## config.mk

```make
export PLATFORM = sky130hd
export DESIGN_NAME = mem_access_ctrl
export DESIGN_NICKNAME = d
export VERILOG_FILES = /design/src/rtl/mem_access_ctrl.sv
export SDC_FILE = /design/constraint.sdc
export NUM_CORES = 1
export LEC_CHECK = 0
export ABC_AREA = 1
export BUFFER_PORTS_ARGS = -buffer_cell sky130_fd_sc_hd__buf_2
export CORE_MARGIN = 4
export CORE_UTILIZATION = 50
export CTS_CLUSTER_SIZE = 20
export DETAILED_ROUTE_END_ITERATION = 8
export GPL_ROUTABILITY_DRIVEN = 0
export GPL_TIMING_DRIVEN = 0
export PLACE_DENSITY = 0.76
export SLEW_MARGIN = 0
export SYNTH_ARGS = -nofsm -noshare
export SYNTH_HDL_FRONTEND = slang
export SYNTH_SLANG_ARGS = --single-unit
```

## constraint.sdc

```tcl
create_clock -name Clk -period 4.6 [get_ports Clk]
set_input_delay 0.69 -clock Clk [delete_from_list [all_inputs] [get_ports Clk]]
set_output_delay 0.69 -clock Clk [all_outputs]
set_load 0.02 [all_outputs]
```

## src/rtl/mem_access_ctrl.sv

```systemverilog
// Load/store sequencer in front of a word-addressed data memory.
// Handles byte/half/word access, load extension, sub-word read-modify-write and
// misalignment flagging.
module mem_access_ctrl #(
  parameter int ADDRESS_WIDTH = 16,
  parameter int DATA_WIDTH    = 32   // lane logic below assumes 32
) (
  input  logic                     Clk,
  input  logic                     Rst,
  input  logic                     Req,
  input  logic                     WrEn,
  input  logic [1:0]               Size,
  input  logic                     Unsigned,
  input  logic [ADDRESS_WIDTH+1:0] ByteAddr,
  input  logic [DATA_WIDTH-1:0]    StoreData,
  input  logic [DATA_WIDTH-1:0]    MemData,
  output logic [ADDRESS_WIDTH-1:0] Address,
  output logic [DATA_WIDTH-1:0]    WriteData,
  output logic                     MemWrite,
  output logic                     Ready,
  output logic                     Done,
  output logic                     Err,
  output logic [DATA_WIDTH-1:0]    LoadData
);

  localparam logic [1:0] S_IDLE  = 2'd0;
  localparam logic [1:0] S_READ  = 2'd1;
  localparam logic [1:0] S_WRITE = 2'd2;
  localparam logic [1:0] S_DONE  = 2'd3;

  localparam logic [1:0] SZ_BYTE = 2'b00;
  localparam logic [1:0] SZ_HALF = 2'b01;
  localparam logic [1:0] SZ_WORD = 2'b10;

  logic [1:0]               r_state;
  logic                     r_wren;
  logic                     r_uns;
  logic                     r_err;
  logic [1:0]               r_size;
  logic [1:0]               r_off;
  logic [15:0]              r_sdata;
  logic [ADDRESS_WIDTH-1:0] r_addr;
  logic [DATA_WIDTH-1:0]    r_wdata;
  logic [DATA_WIDTH-1:0]    r_load;

  logic                     w_illegal;
  logic [7:0]               w_byte;
  logic [15:0]              w_half;
  logic                     w_sign;
  logic [DATA_WIDTH-1:0]    w_load;
  logic [DATA_WIDTH-1:0]    w_merged;

  // Error decode on the live request so the decision is made in the accept cycle.
  always_comb begin
    w_illegal = 1'b0;
    case (Size)
      SZ_HALF: w_illegal = ByteAddr[0];
      SZ_WORD: w_illegal = |ByteAddr[1:0];
      SZ_BYTE: w_illegal = 1'b0;
      default: w_illegal = 1'b1;
    endcase
  end

  always_comb begin
    w_byte = MemData[{r_off, 3'b000} +: 8];
    w_half = r_off[1] ? MemData[31:16] : MemData[15:0];
    w_load = MemData;
    w_sign = 1'b0;
    case (r_size)
      SZ_BYTE: begin
        w_sign = ~r_uns & w_byte[7];
        w_load = {{24{w_sign}}, w_byte};
      end
      SZ_HALF: begin
        w_sign = ~r_uns & w_half[15];
        w_load = {{16{w_sign}}, w_half};
      end
      default: w_load = MemData;
    endcase
  end

  // Sub-word store: keep untouched lanes from the current memory word.
  always_comb begin
    w_merged = MemData;
    if (r_size == SZ_BYTE)
      w_merged[{r_off, 3'b000} +: 8] = r_sdata[7:0];
    else if (r_size == SZ_HALF)
      w_merged[{r_off[1], 4'b0000} +: 16] = r_sdata;
  end

  always_ff @(posedge Clk or posedge Rst) begin
    if (Rst) begin
      r_state <= S_IDLE;
      r_wren  <= 1'b0;
      r_uns   <= 1'b0;
      r_err   <= 1'b0;
      r_size  <= 2'b00;
      r_off   <= 2'b00;
      r_sdata <= '0;
      r_addr  <= '0;
      r_wdata <= '0;
      r_load  <= '0;
    end else begin
      case (r_state)
        S_IDLE: begin
          if (Req) begin
            r_wren  <= WrEn;
            r_size  <= Size;
            r_uns   <= Unsigned;
            r_off   <= ByteAddr[1:0];
            r_sdata <= StoreData[15:0];
            if (w_illegal) begin
              // Rejected requests leave Address/WriteData untouched.
              r_err   <= 1'b1;
              r_state <= S_DONE;
            end else begin
              r_addr <= ByteAddr[ADDRESS_WIDTH+1:2];
              if (WrEn && Size == SZ_WORD) begin
                r_wdata <= StoreData;
                r_state <= S_WRITE;
              end else begin
                r_state <= S_READ;
              end
            end
          end
        end
        S_READ: begin
          if (r_wren) begin
            r_wdata <= w_merged;
            r_state <= S_WRITE;
          end else begin
            r_load  <= w_load;
            r_state <= S_DONE;
          end
        end
        S_WRITE: r_state <= S_DONE;
        S_DONE: begin
          r_err   <= 1'b0;
          r_state <= S_IDLE;
        end
        default: r_state <= S_IDLE;
      endcase
    end
  end

  assign Ready     = (r_state == S_IDLE);
  assign Done      = (r_state == S_DONE);
  assign MemWrite  = (r_state == S_WRITE);
  assign Err       = r_err;
  assign Address   = r_addr;
  assign WriteData = r_wdata;
  assign LoadData  = r_load;

endmodule

```

---- Yosys cells after proc, flatten, opt, wreduce, memory -nomap -nowiden ----
Index checks and enable logic that the tools add are counted.
storage, ports and cells
  output and inout port bits .............. 84
  flip-flop bits (word level) ............. 105
  bits of input ports ..................... 89
cells by class
  $add $sub $neg .......................... 2
  muxes and demuxes ....................... 20
  reductions and logical operators ........ 12
  shift-type cells ........................ 5
  equality and inequality tests ........... 11
  bitwise operators ....................... 5
operators with widths
  cell                                                                     count
  32-bit 2-to-1 mux                                                        6
  32-bit one-hot mux with 2 select lines                                   2
  32-bit bitwise mux                                                       2
  16-bit by 7-bit variable shift with 32-bit output, first input constant  1
  8-bit by 7-bit variable shift with 32-bit output, first input constant   1
  16-bit by 7-bit indexed part select with 32-bit output                   1
  32-bit by 6-bit indexed part select with 8-bit output                    1
  8-bit by 7-bit indexed part select with 32-bit output                    1
  16-bit 2-to-1 mux                                                        1
  5-bit negator with 7-bit output                                          2
  2-bit one-hot mux with 4 select lines                                    1
  2-bit by 1-bit == test with 1-bit output, second input constant          3
  2-bit == test, second input constant                                     3
  2-bit zero test                                                          3
  2-bit 2-to-1 mux                                                         3
  2-bit inequality test, second input constant                             3
  3-bit AND reduction                                                      2
  5-bit AND reduction                                                      1
  2-bit by 1-bit inequality test with 1-bit output, second input constant  2
  2-bit AND reduction                                                      2
  2-bit nonzero test                                                       2
  1-bit 2-to-1 mux                                                         3
  1-bit NOT                                                                3
  1-bit one-hot mux with 3 select lines                                    1
  other kinds (4)                                                          5

---- Depth between registers and ports, before layout ----
Gate-level depths: netlist of run 1.
  depth after elaboration ................. 7
  mapped depth ............................ 13
  gate-level depth less buffers ........... 10

---- Least setup slack after synthesis of run 1 ----
Ideal clock, no wire load.
  path type ............................... reg-to-reg
  start ................................... register r_off[0]
  end ..................................... register r_wdata[30], in the netlist WriteData[30]
  arrival time ............................ 1.997 ns
  cell stages (with the launch flop) ...... 13
  data required time ...................... 4.523 ns
  period minus slack after synthesis ...... 2.075 ns
  setup slack ............................. 2.525 ns
  path through ............................ dfrtp_1 -> inv_1 -> buf_2 -> buf_2 -> ha_1 -> buf_4 -> inv_2 -> nand2_1 -> nor2_1 -> nand2_1 -> nand2_1 -> nand3_1 -> a21oi_1
between the ends
  cells in the longest elaborated chain, start to end .. 6
RTL lines
  item                                                                                                                       RTL line  text
  from (decl)                                                                                                                40        logic [1:0] r_off;
  from (signal assigned)                                                                                                     110       r_off <= ByteAddr[1:0];
  5-bit negator with 7-bit output (*)                                                                                        86        w_merged[{r_off, 3'b000} +: 8] = r_sdata[7:0];
  8-bit by 7-bit indexed part select with 32-bit output or 8-bit by 7-bit variable shift with 32-bit output (tied branches)  86
  32-bit bitwise mux (*)                                                                                                     86
  32-bit 2-to-1 mux (*)                                                                                                      85        if (r_size == SZ_BYTE)
  32-bit 2-to-1 mux (*)                                                                                                      128       if (r_wren) begin
  32-bit one-hot mux with 2 select lines (*)                                                                                 104       case (r_state)
  to (signal assigned)                                                                                                       119       r_wdata <= StoreData;
  to (signal assigned)                                                                                                       129       r_wdata <= w_merged;
  to (decl)                                                                                                                  43        logic [DATA_WIDTH-1:0] r_wdata;
Mark *: on every way between the ends. The rest lies on a longest branch, timed or not. The select of a mux whose other input is x is not followed.
A chain may end at the register's enable or synchronous reset.

---- Worst setup path in the final report of run 1 ----
  start ................................... register r_off[0]
  end ..................................... register r_wdata[28], in the netlist WriteData[28]
The elaborated chain is that of the path after synthesis.

==> run_results.csv, run 1 <==
group,metric,value,unit
clocking,insertion_delay,0.36,ns
logic_synthesis,synth-xor-area-share,0,%
final_layout,syn2layout_area_growth,20.1,%
sta,fmax,0.377,GHz
die,num_io_pins,173,
status,status,"finished, final reports clean",
final_layout,n_antenna_cell,0,
pwr,ir_drop,390,uV
logic_synthesis,synth_fa_ha_area_share,1.81,%
worst_setup_path,cpMostUsedCell,"nand2_1",
logic_synthesis,synthMuxAreaShare,0,%
global_routing,grt_pass1_wl,36900,um
logic_synthesis,ys_seq_area_share,37.9,%
pwr,p_leak,4.47,nW
logic_synthesis,ys_seq_elements,105,
detailed_routing,drtIter0Drc,826,
sta,rsz0062_at_grt,"no",
place,port_buffers,172,
global_routing,grt_max_degree,65,
die,die_y,126,um
worst_setup_path,critPathCaptureType,"flop",
global_routing,grt_usage,28.7,%
worst_setup_path,slowest_delay,0.46,ns
logic_synthesis,yosys_warnings,0,
die,initial_utilization,51.7,%
die,core_area,13400,um^2
detailed_routing,num_vias,7803,
worst_setup_path,cpMaxStageDelayCell,"dfrtp_1",
final_layout,fin_area,8320,um^2
clocking,cts_setup_buffers,0,
clocking,cts_resized,0,
worst_setup_path,critPathArrivalTime,2.94,ns
detailed_routing,drt-total-wl,23000,um
sta,maxSlewHeadroom,47.0,%
logic_synthesis,ys_types,21,
die,die_area,15800,um^2
logic_synthesis,synth_cells,1070,
logic_synthesis,yosys.area_share.simple,34.0,%
worst_setup_path,crit_fanout,12,
clocking,numCtsBuffers,9,
clocking,numClockSinks,105,
final_layout,layout-drive-gt1-share,21.2,%
logic_synthesis,synth_top_family_by_area,"simple AND/OR/NAND/NOR gates",
place,dpl-instance-area,8030,um^2
final_layout,nets,1353,
die,fp.dieW,126,um
global_routing,grt_pass1_vias,7361,
clocking,postCtsHoldBufs,0,
logic_synthesis,avgSynthCellArea,6.48,um^2
detailed_routing,drcViolationCount,0,
place,dp_hpwl,17800,um
worst_setup_path,path_class,"reg -> reg",
flow_run,cap_violations,0,
clocking,ctsRootBufferMaster,"clkbuf_16",
logic_synthesis,synth_compound_area_share,15.3,%
sta,report.final.setup_viol,0,
clocking,cts_buffer_depth,2,
sta,tightest_slew,0.794,ns
hold_path,hold_path_class,"in -> async",
clocking,clk_pin_slew,0.08,ns
global_routing,antenna_found_initial,0,
detailed_routing,ant_nets,0,
sta,finalCritPeriodShare,57.7,%
final_layout,fin_util,62.1,%
detailed_routing,vias_per_cell,5.44,
global_routing,overflow,0,
clocking,tritoncts,"built",
sta,fin_crit,2.65,ns
worst_setup_path,start_kind,"flop",
detailed_routing,drt_pre_antenna_iters,5,
sta,hold_violations,0,
logic_synthesis,synth_nets,1169,
worst_setup_path,worstPathCellList,"inv_1 -> buf_2 -> buf_2 -> ha_1 -> buf_4 -> inv_2 -> nand2_1 -> nor2_1 -> nand2_1 -> nand2_1 -> nand3_1 -> a21oi_1",
final_layout,fill_cells,1310,
logic_synthesis,syn-cell-area,6930,um^2
die,rows,42,
clocking,htreeDepth,3,
pwr,p_per_area,762,nW/um^2
worst_setup_path,critPathRequiredTime,4.89,ns
sta,finalClockSkew,0.0102,ns
detailed_routing,wire_per_inst,16.0,um
sta,slew_violations,0,
metal layers:
layer  wire [um]  GRT usage (%)  vias to the layer above
met5           0              0                        -
met1        9660           39.6                     3535
met2        9980           44.0                      428
met4         901           11.6                        0
li1            -              -                     3766
met3        2470           6.27                       74
layout by cell type, fill, tap and decap left out:
cell / instances
inv_4: 1
o21a_1: 1
nand4_1: 9
buf_2: 202
nor2_1: 120
o21ai_1: 3
a21oi_1: 146
nand2_1: 295
nand3_1: 110
o21ai_0: 58
clkbuf_1: 23
nand3_2: 4
clkinv_2: 1
buf_4: 10
clkinvlp_4: 2
ha_1: 10
inv_8: 1
nor2_2: 1
clkbuf_16: 9
inv_1: 109
inv_2: 8
o211ai_1: 1
inv_6: 2
dfrtp_1: 105
buf_1: 2
o21ai_2: 1
buf_12: 1
clkbuf_8: 1
or2_2: 23
where the power goes:
part	leakage, nW	internal (mW)	switching [mW]
Sequential	1.23	1.39	0.324
Combinational	3.11	1.28	2.59
Clock	0.137	0.389	0.368
Total	4.47	3.06	3.28
synth_stat cells, drive strengths merged:
cell type / number / area [um^2]
nand2: 295 / 1110
o211ai: 1 / 7.51
nor2: 121 / 457
o21a: 1 / 7.51
or2: 23 / 144
a21oi: 146 / 731
buf: 42 / 233
nand3: 114 / 591
clkbuf: 23 / 86.3
nand4: 9 / 56.3
o21ai: 62 / 314
dfrtp: 105 / 2630
inv: 118 / 443
ha: 10 / 125
registers in the layout, indices dropped and copies added (netlist names):
register and cells:
LoadData 32, WriteData 32, Address 16, r_sdata 16
r_off 2, r_size 2, r_state 2, Err 1
r_uns 1, r_wren 1
logic make-up after synthesis:
family                   count (synthesis)
buffers and inverters                  183
adder cells (fa/ha/maj)                 10
flip-flops                             105
AND/OR/NAND/NOR                        562
AO/OA/AOI/OAI                          210
cell type report:
class / count / area (um^2) / share of cell area (%)
multi-input combinational: 782 / 3540 / 42.5
sequential: 105 / 2630 / 31.6
timing repair buffer: 173 / 881 / 10.6
inverter: 118 / 445 / 5.35
buffer: 65 / 319 / 3.83
clock buffer: 10 / 239 / 2.87
tap: 176 / 220 / 2.65
clock inverter: 6 / 48.8 / 0.586
final timing paths:
path                            startpoint       endpoint  depth (start not counted)  slack (ns)
worst max-delay path              r_off[0]  WriteData[28]                         12        1.95
min in group Clk                Address[6]     Address[6]                          2        0.48
max in group asynchronous              Rst    LoadData[4]                          3        3.41
worst min register to register  Address[6]     Address[6]                          2        0.48
worst min-delay path                   Rst  WriteData[26]                          2        0.48
worst max register to register    r_off[0]  WriteData[28]                         12        1.95
worst max-delay path: cells and delay by family, from the launching register on:
family,cells,cell delay (ns)
buf+inv,5,0.91
fa+ha+maj,1,0.27
compound gates,1,0.17
simple gates,5,0.77
flops,1,0.46
metrics by stage:
stage               worst slack [ns]  instances  setup TNS (ns)  total power [mW]  hold WS, ns
CTS                             2.01       1435               0              6.31        0.488
global route                    1.75       1435               0              6.86        0.517
finish                          1.95       1435               0              6.34        0.476
floorplan                       1.15       1070               0              4.37        0.475
global placement             -0.0793       1418           -7.64              5.46        0.462
detailed placement              2.01       1419               0              5.54        0.469
Power figures use the tool's default switching activity.
==> run 2: changes to the inputs <==
--- a/config.mk
+++ b/config.mk
@@ -5,15 +5,15 @@
 export SDC_FILE = /design/constraint.sdc
 export NUM_CORES = 1
 export LEC_CHECK = 0
-export ABC_AREA = 1
+export ABC_AREA = 0
 export BUFFER_PORTS_ARGS = -buffer_cell sky130_fd_sc_hd__buf_2
 export CORE_MARGIN = 4
-export CORE_UTILIZATION = 50
+export CORE_UTILIZATION = 48
 export CTS_CLUSTER_SIZE = 20
 export DETAILED_ROUTE_END_ITERATION = 8
 export GPL_ROUTABILITY_DRIVEN = 0
 export GPL_TIMING_DRIVEN = 0
-export PLACE_DENSITY = 0.76
+export PLACE_DENSITY = 0.77
 export SLEW_MARGIN = 0
 export SYNTH_ARGS = -nofsm -noshare
 export SYNTH_HDL_FRONTEND = slang
==> constraint.sdc (replaced) <==
create_clock -name Clk -period 2.3 [get_ports Clk]
set_input_delay 0.345 -clock Clk [delete_from_list [all_inputs] [get_ports Clk]]
set_output_delay 0.345 -clock Clk [all_outputs]
set_load 0.02 [all_outputs]
==> run 2 against run 1 <==
  * Sequential power grew 110%
  * Via count shrank 17%
  * Setup slack lost 1.9 ns
  * Global-route usage is essentially flat
  * Highest routed layer unchanged
  * Critical path type unchanged
  * Utilization grew 0.22 points
  * Clock power grew 100%
  * Final area shrank 4.7%
  * Total power grew 110%
  * Area after synthesis shrank 9.1%
==> run_results.csv, run 2 <==
group,metric,value,unit
final_layout,fill_cells,1130,
pwr,pwr-share-comb,61.3,%
logic_synthesis,ys_seq_elements,105,
final_layout,layout_commonest_cell,"buf_2",
detailed_routing,drt-total-wl,21700,um
clocking,insertion_delay,0.37,ns
global_routing,overflow,0,
pwr,switching_power,6.43,mW
clocking,htreeDepth,3,
detailed_routing,num_vias,6443,
die,fp.dieW,123,um
logic_synthesis,yosys.area_share.simple,12.3,%
die,die_area,15000,um^2
clocking,clk_pin_slew,0.08,ns
logic_synthesis,synth_top_area_share,41.7,%
final_layout,syn2layout_area_growth,25.9,%
detailed_routing,wire_per_inst,21.2,um
pwr,intPower,6.82,mW
global_routing,antenna_found_initial,0,
pwr,power,13.2,mW
detailed_routing,ant_nets,0,
worst_setup_path,critPathRequiredTime,2.54,ns
logic_synthesis,synth-xor-area-share,0,%
detailed_routing,wl_met1,8460,um
logic_synthesis,ys_types,55,
logic_synthesis,yosys_warnings,0,
logic_synthesis,ys_seq_area_share,41.7,%
logic_synthesis,avgSynthCellArea,9.64,um^2
pwr,p_leak,3.55,nW
sta,worst_slack,0.0128,ns
die,rows,41,
final_layout,multi_input_area,3410,um^2
clocking,ctsRootBufferMaster,"clkbuf_16",
sta,fin_crit,2.29,ns
logic_synthesis,synth_fa_ha_area_share,1.99,%
logic_synthesis,synth_cells,653,
detailed_routing,drcViolationCount,0,
global_routing,grt_usage,28.7,%
detailed_routing,dr_wl_met2,9760,um
logic_synthesis,synth_compound_area_share,29.8,%
logic_synthesis,yosysMostFrequentCell,"dfrtp_1",
logic_synthesis,synth_nets,752,
detailed_routing,vias_per_cell,6.30,
final_layout,nets,945,
clocking,numClockSinks,105,
sta,finalCritPeriodShare,99.4,%
worst_setup_path,critPathArrivalTime,2.52,ns
die,initial_utilization,49.5,%
detailed_routing,routed.top_layer,"met4",
logic_synthesis,yosys-top-cells-area,"dfrtp_1 42%, mux2_2 6.3%, a21oi_1 4.7%, o21ai_0 4.3%, a221oi_1 4.0%",
sta,hold_violations,0,
global_routing,grt_max_degree,40,
logic_synthesis,synth_top_family_by_area,"compound AO/OA/AOI/OAI gates",
worst_setup_path,crit_fanout,10,
place,pre_cts_slack,-0.471,ns
final_layout,n_antenna_cell,0,
detailed_routing,dr_wl_met3,2440,um
logic_synthesis,synth_edf_count,0,
global_routing,grt_pass1_wl,33000,um
logic_synthesis,ys_top_cells_by_count,"105 x dfrtp_1, 59 x a21oi_1, 54 x o21ai_0, 39 x clkbuf_1, 35 x mux2_2",
flow_run,cap_violations,0,
logic_synthesis,yosys.area.top_type,"dfrtp_1",
clocking,numCtsBuffers,9,
worst_setup_path,critPathCaptureType,"flop",
clocking,tritoncts,"built",
status,status,"finished, final reports clean",
pwr,ir_drop,828,uV
logic_synthesis,synthMuxAreaShare,8.56,%
final_layout,layout_common_cells,"182 x buf_2, 104 x dfrtp_1, 59 x a21oi_1",
worst_setup_path,start_kind,"flop",
final_layout,ff_latch_area,2630,um^2
sta,fmax,0.437,GHz
logic_synthesis,synth_async_sr_flop_share,100,%
sta,report.final.setup_viol,0,
place,port_buffers,172,
hold_path,hold_path_class,"in -> async",
worst_setup_path,path_class,"reg -> reg",
detailed_routing,drt_pre_antenna_iters,8,
die,die_y,123,um
sta,finalClockSkew,0.0116,ns
pwr,clock_power_share,11.7,%
pwr,pwr-share-seq,27.0,%
sta,tightest_slew,0.821,ns
die,num_io_pins,173,
sta,slew_violations,0,
clocking,cts_buffer_depth,2,
die,core_area,12700,um^2
final_layout,fin_util,62.3,%
sta,maxSlewHeadroom,45.1,%
final_layout,layout-drive-gt1-share,33.3,%
logic_synthesis,syn-cell-area,6300,um^2
pwr,p_per_area,1670,nW/um^2
global_routing,grt_pass1_vias,6098,
pwr,switching_share,48.6,%
place,dp_hpwl,16300,um
logic_synthesis,synth-main-ff-cell,"dfrtp_1",
detailed_routing,drtIter0Drc,735,
[run 2: power by group through the flow]
stage,clock network [mW],registers [mW],logic (mW)
floorplan,0,4.26,4.42
global placement,0,3.55,7.37
detailed placement,0,3.57,7.52
CTS,1.57,3.53,7.74
global route,1.65,3.66,8.74
finish,1.55,3.57,8.12
[run 2: through the flow]
stage	TNS, ns	hold WS (ns)	instance area, um^2	cells
floorplan	0	0.494	6300	653
global placement	-8.06	0.466	7380	997
detailed placement	-9.13	0.470	7420	999
CTS	0	0.141	7790	1017
global route	-0.0326	0.192	7930	1023
finish	0	0.125	7930	1023
[run 2: kinds of logic after synthesis]
logic type               after synthesis
AO/OA/AOI/OAI                        275
AND/OR/NAND/NOR                      131
flip-flops                           105
buffers and inverters                 85
multiplexers                          47
adder cells (fa/ha/maj)               10
[run 2: final cells by class]
class	instances	area share, %
Buffer	56	3.74
Clock buffer	10	3.01
Clock inverter	6	0.742
Inverter	29	1.50
Multi-Input combinational cell	463	43.0
Sequential cell	105	33.2
Tap cell	172	2.71
Timing Repair Buffer	182	12.1
[run 2: repair_timing]
action | CTS | global route
gates cloned | 0 | 0
endpoints found under the setup margin | 32 | 32
pin swaps | 2 | 6
hold buffers | 0 | 0
gates resized for setup | 18 | 26
setup buffers | 2 | 6
[run 2: per-layer routing]
metal,GRT usage (%),vias up
li1,-,2899
met1,38.1,3039
met2,43.8,408
met3,7.60,97
met4,13.4,0
met5,0,-
[run 2: critical path: stages, from the launching register on]
cell       delay (ns)
dfrtp_1          0.40
buf_4            0.19
inv_4            0.06
clkbuf_16        0.16
ha_4             0.31
buf_2            0.22
and3b_1          0.22
a221oi_1         0.37
a211o_1          0.16
a31oi_1          0.07
[run 2: final timing paths]
kind	cells after the start	slack [ns]	end	start
worst max-delay path	9	0.01	WriteData[25]	r_off[1]
worst min register to register	2	0.48	LoadData[4]	LoadData[4]
min in group Clk	2	0.21	Address[3]	ByteAddr[5]
worst max register to register	9	0.01	WriteData[25]	r_off[1]
max in group asynchronous	4	1.29	r_off[0]	Rst
worst min-delay path	2	0.12	LoadData[27]	Rst
==> run 3: changes to the inputs <==
--- a/config.mk
+++ b/config.mk
@@ -7,6 +7,7 @@
 export LEC_CHECK = 0
 export ABC_AREA = 0
 export BUFFER_PORTS_ARGS = -buffer_cell sky130_fd_sc_hd__buf_2
+export CORE_ASPECT_RATIO = 0.6
 export CORE_MARGIN = 4
 export CORE_UTILIZATION = 48
 export CTS_CLUSTER_SIZE = 20
==> run 3 against run 2 <==
  * Critical path depth down 3
  * Clock power about the same
  * Total power about the same
  * Sequential share of layout area up 0.19 points
  * Largest cell class unchanged
  * Largest power group unchanged
==> run_results.csv, run 3 (synthesis gave the netlist of run 2 again) <==
group,metric,value,unit
final_layout,syn2layout_area_growth,25.2,%
sta,tightest_slew,0.660,ns
detailed_routing,vias_per_cell,6.34,
place,post-place-cells,997,
pwr,p_per_area,1680,nW/um^2
worst_setup_path,start_kind,"flop",
pwr,intPower,6.83,mW
global_routing,grt_pass1_wl,34200,um
global_routing,grt_pass1_vias,6080,
clocking,numCtsBuffers,9,
detailed_routing,drcViolationCount,0,
sta,report.final.setup_viol,0,
clocking,htreeDepth,3,
final_layout,layout_commonest_cell,"buf_2",
die,die_area,15100,um^2
pwr,p_leak,3.54,nW
worst_setup_path,crit_buf_inv,3,
worst_setup_path,critPathCaptureType,"flop",
sta,hold_ws,0.0709,ns
die,num_io_pins,173,
worst_setup_path,r2r_slack,0.06,ns
global_routing,antenna_found_initial,0,
pwr,ir_drop,766,uV
pwr,switching_share,48.4,%
sta,fmax,0.446,GHz
clocking,tritoncts,"built",
sta,slew_violations,0,
detailed_routing,wire_per_inst,21.7,um
final_layout,nets,942,
pwr,pwr-share-seq,26.8,%
detailed_routing,num_vias,6452,
detailed_routing,drtIter0Drc,859,
clocking,numClockSinks,105,
worst_setup_path,path_depth,6,
detailed_routing,ant_nets,0,
worst_setup_path,path_class,"reg -> reg",
worst_setup_path,critPathArrivalTime,2.48,ns
place,pre_cts_slack,-0.490,ns
clocking,cts_buffer_depth,2,
sta,hold_violations,0,
place,dp_hpwl,16600,um
worst_setup_path,worstSetupEndpoint,"WriteData[3]",
worst_setup_path,slowest_delay,0.55,ns
global_routing,grt_max_degree,43,
hold_path,hold_path_class,"in -> async",
status,status,"finished, final reports clean",
die,die_y,96.7,um
worst_setup_path,rr_endpoint,"WriteData[3]",
worst_setup_path,critPathRequiredTime,2.54,ns
die,core_area,12900,um^2
worst_setup_path,worstPathCellList,"inv_1 -> ha_1 -> clkbuf_2 -> clkbuf_1 -> o32ai_1 -> mux2_1",
worst_setup_path,cp-startpoint,"r_state[1]",
worst_setup_path,cpMaxStageDelayCell,"clkbuf_1",
pwr,switching_power,6.41,mW
final_layout,layout_common_cells,"183 x buf_2, 104 x dfrtp_1, 59 x a21oi_1",
flow_run,cap_violations,0,
sta,rsz0062_at_grt,"yes",
worst_setup_path,r2r-start,"r_state[1]",
final_layout,n_antenna_cell,0,
worst_setup_path,crit_fanout,10,
sta,finalCritPeriodShare,97.5,%
worst_setup_path,critPathTopFamily,"buffers and inverters",
pwr,clock_power_share,11.8,%
die,rows,32,
detailed_routing,drt-total-wl,22000,um
sta,fin_crit,2.24,ns
place,port_buffers,172,
final_layout,layout-drive-gt1-share,32.5,%
detailed_routing,drt_pre_antenna_iters,7,
global_routing,grt_usage,28.5,%
clocking,clk_pin_slew,0.07,ns
final_layout,stdcell_count,1018,
worst_setup_path,worstRegToRegCells,6,
die,fp.dieW,156,um
clocking,insertion_delay,0.36,ns
die,initial_utilization,49.0,%
final_layout,fin_util,61.3,%
sta,maxSlewHeadroom,56.0,%
global_routing,overflow,0,
sta,finalClockSkew,0.0117,ns
sta,worst_slack,0.0572,ns
pwr,pwr-share-comb,61.3,%
clocking,ctsRootBufferMaster,"clkbuf_16",
pwr,power,13.2,mW
run 3: layer usage:
| layer | vias up | part of all wire (%) | routed length [um] | GRT usage [%] |
|---|---|---|---|---|
| li1 | 2877 | - | - | - |
| met1 | 3077 | 44 | 9740 | 45.3 |
| met2 | 454 | 40 | 8720 | 37.6 |
| met3 | 44 | 15 | 3300 | 9.12 |
| met4 | 0 | 1.3 | 286 | 5.58 |
| met5 | - | 0 | 0 | 0 |
run 3: repair_timing:
action | CTS | global route
hold buffers | 0 | 0
endpoints found under the setup margin | 32 | 33
setup buffers | 1 | 4
resized for setup | 15 | 29
pin swaps | 2 | 7
run 3: power by group through the flow:
stage / clock [mW] / combinational [mW] / sequential (mW)
3_5_place_dp: 0 / 7.53 / 3.54
3_3_place_gp: 0 / 7.38 / 3.53
5_1_grt: 1.65 / 8.74 / 3.65
4_1_cts: 1.57 / 7.72 / 3.50
6_report: 1.57 / 8.12 / 3.55
2_1_floorplan: 0 / 4.42 / 4.26
run 3: area by class of cell:
type / instances / area (um^2)
Timing Repair Buffer: 179 / 938
Multi-Input combinational cell: 463 / 3390
Buffer: 56 / 295
Fill cell: 1092 / 4970
Tap cell: 170 / 213
Inverter: 29 / 121
Clock buffer: 11 / 233
Clock inverter: 5 / 61.3
Sequential cell: 105 / 2630
run 3: worst min path at each step:
stage / to / slack, ns
4_1_cts: WriteData[2] / 0.09
3_3_place_gp: LoadData[5] / 0.46
2_1_floorplan: r_wren / 0.49
6_report: WriteData[2] / 0.07
3_5_place_dp: WriteData[2] / 0.46
5_1_grt: LoadData[2] / 0.13
run 3: per-stage QoR:
| stage | area (um^2) | setup TNS, ns |
|---|---|---|
| 3_3_place_gp | 7380 | -8.91 |
| 6_report | 7880 | 0 |
| 2_1_floorplan | 6300 | 0 |
| 4_1_cts | 7770 | 0 |
| 3_5_place_dp | 7420 | -9.86 |
| 5_1_grt | 7880 | -0.0185 |
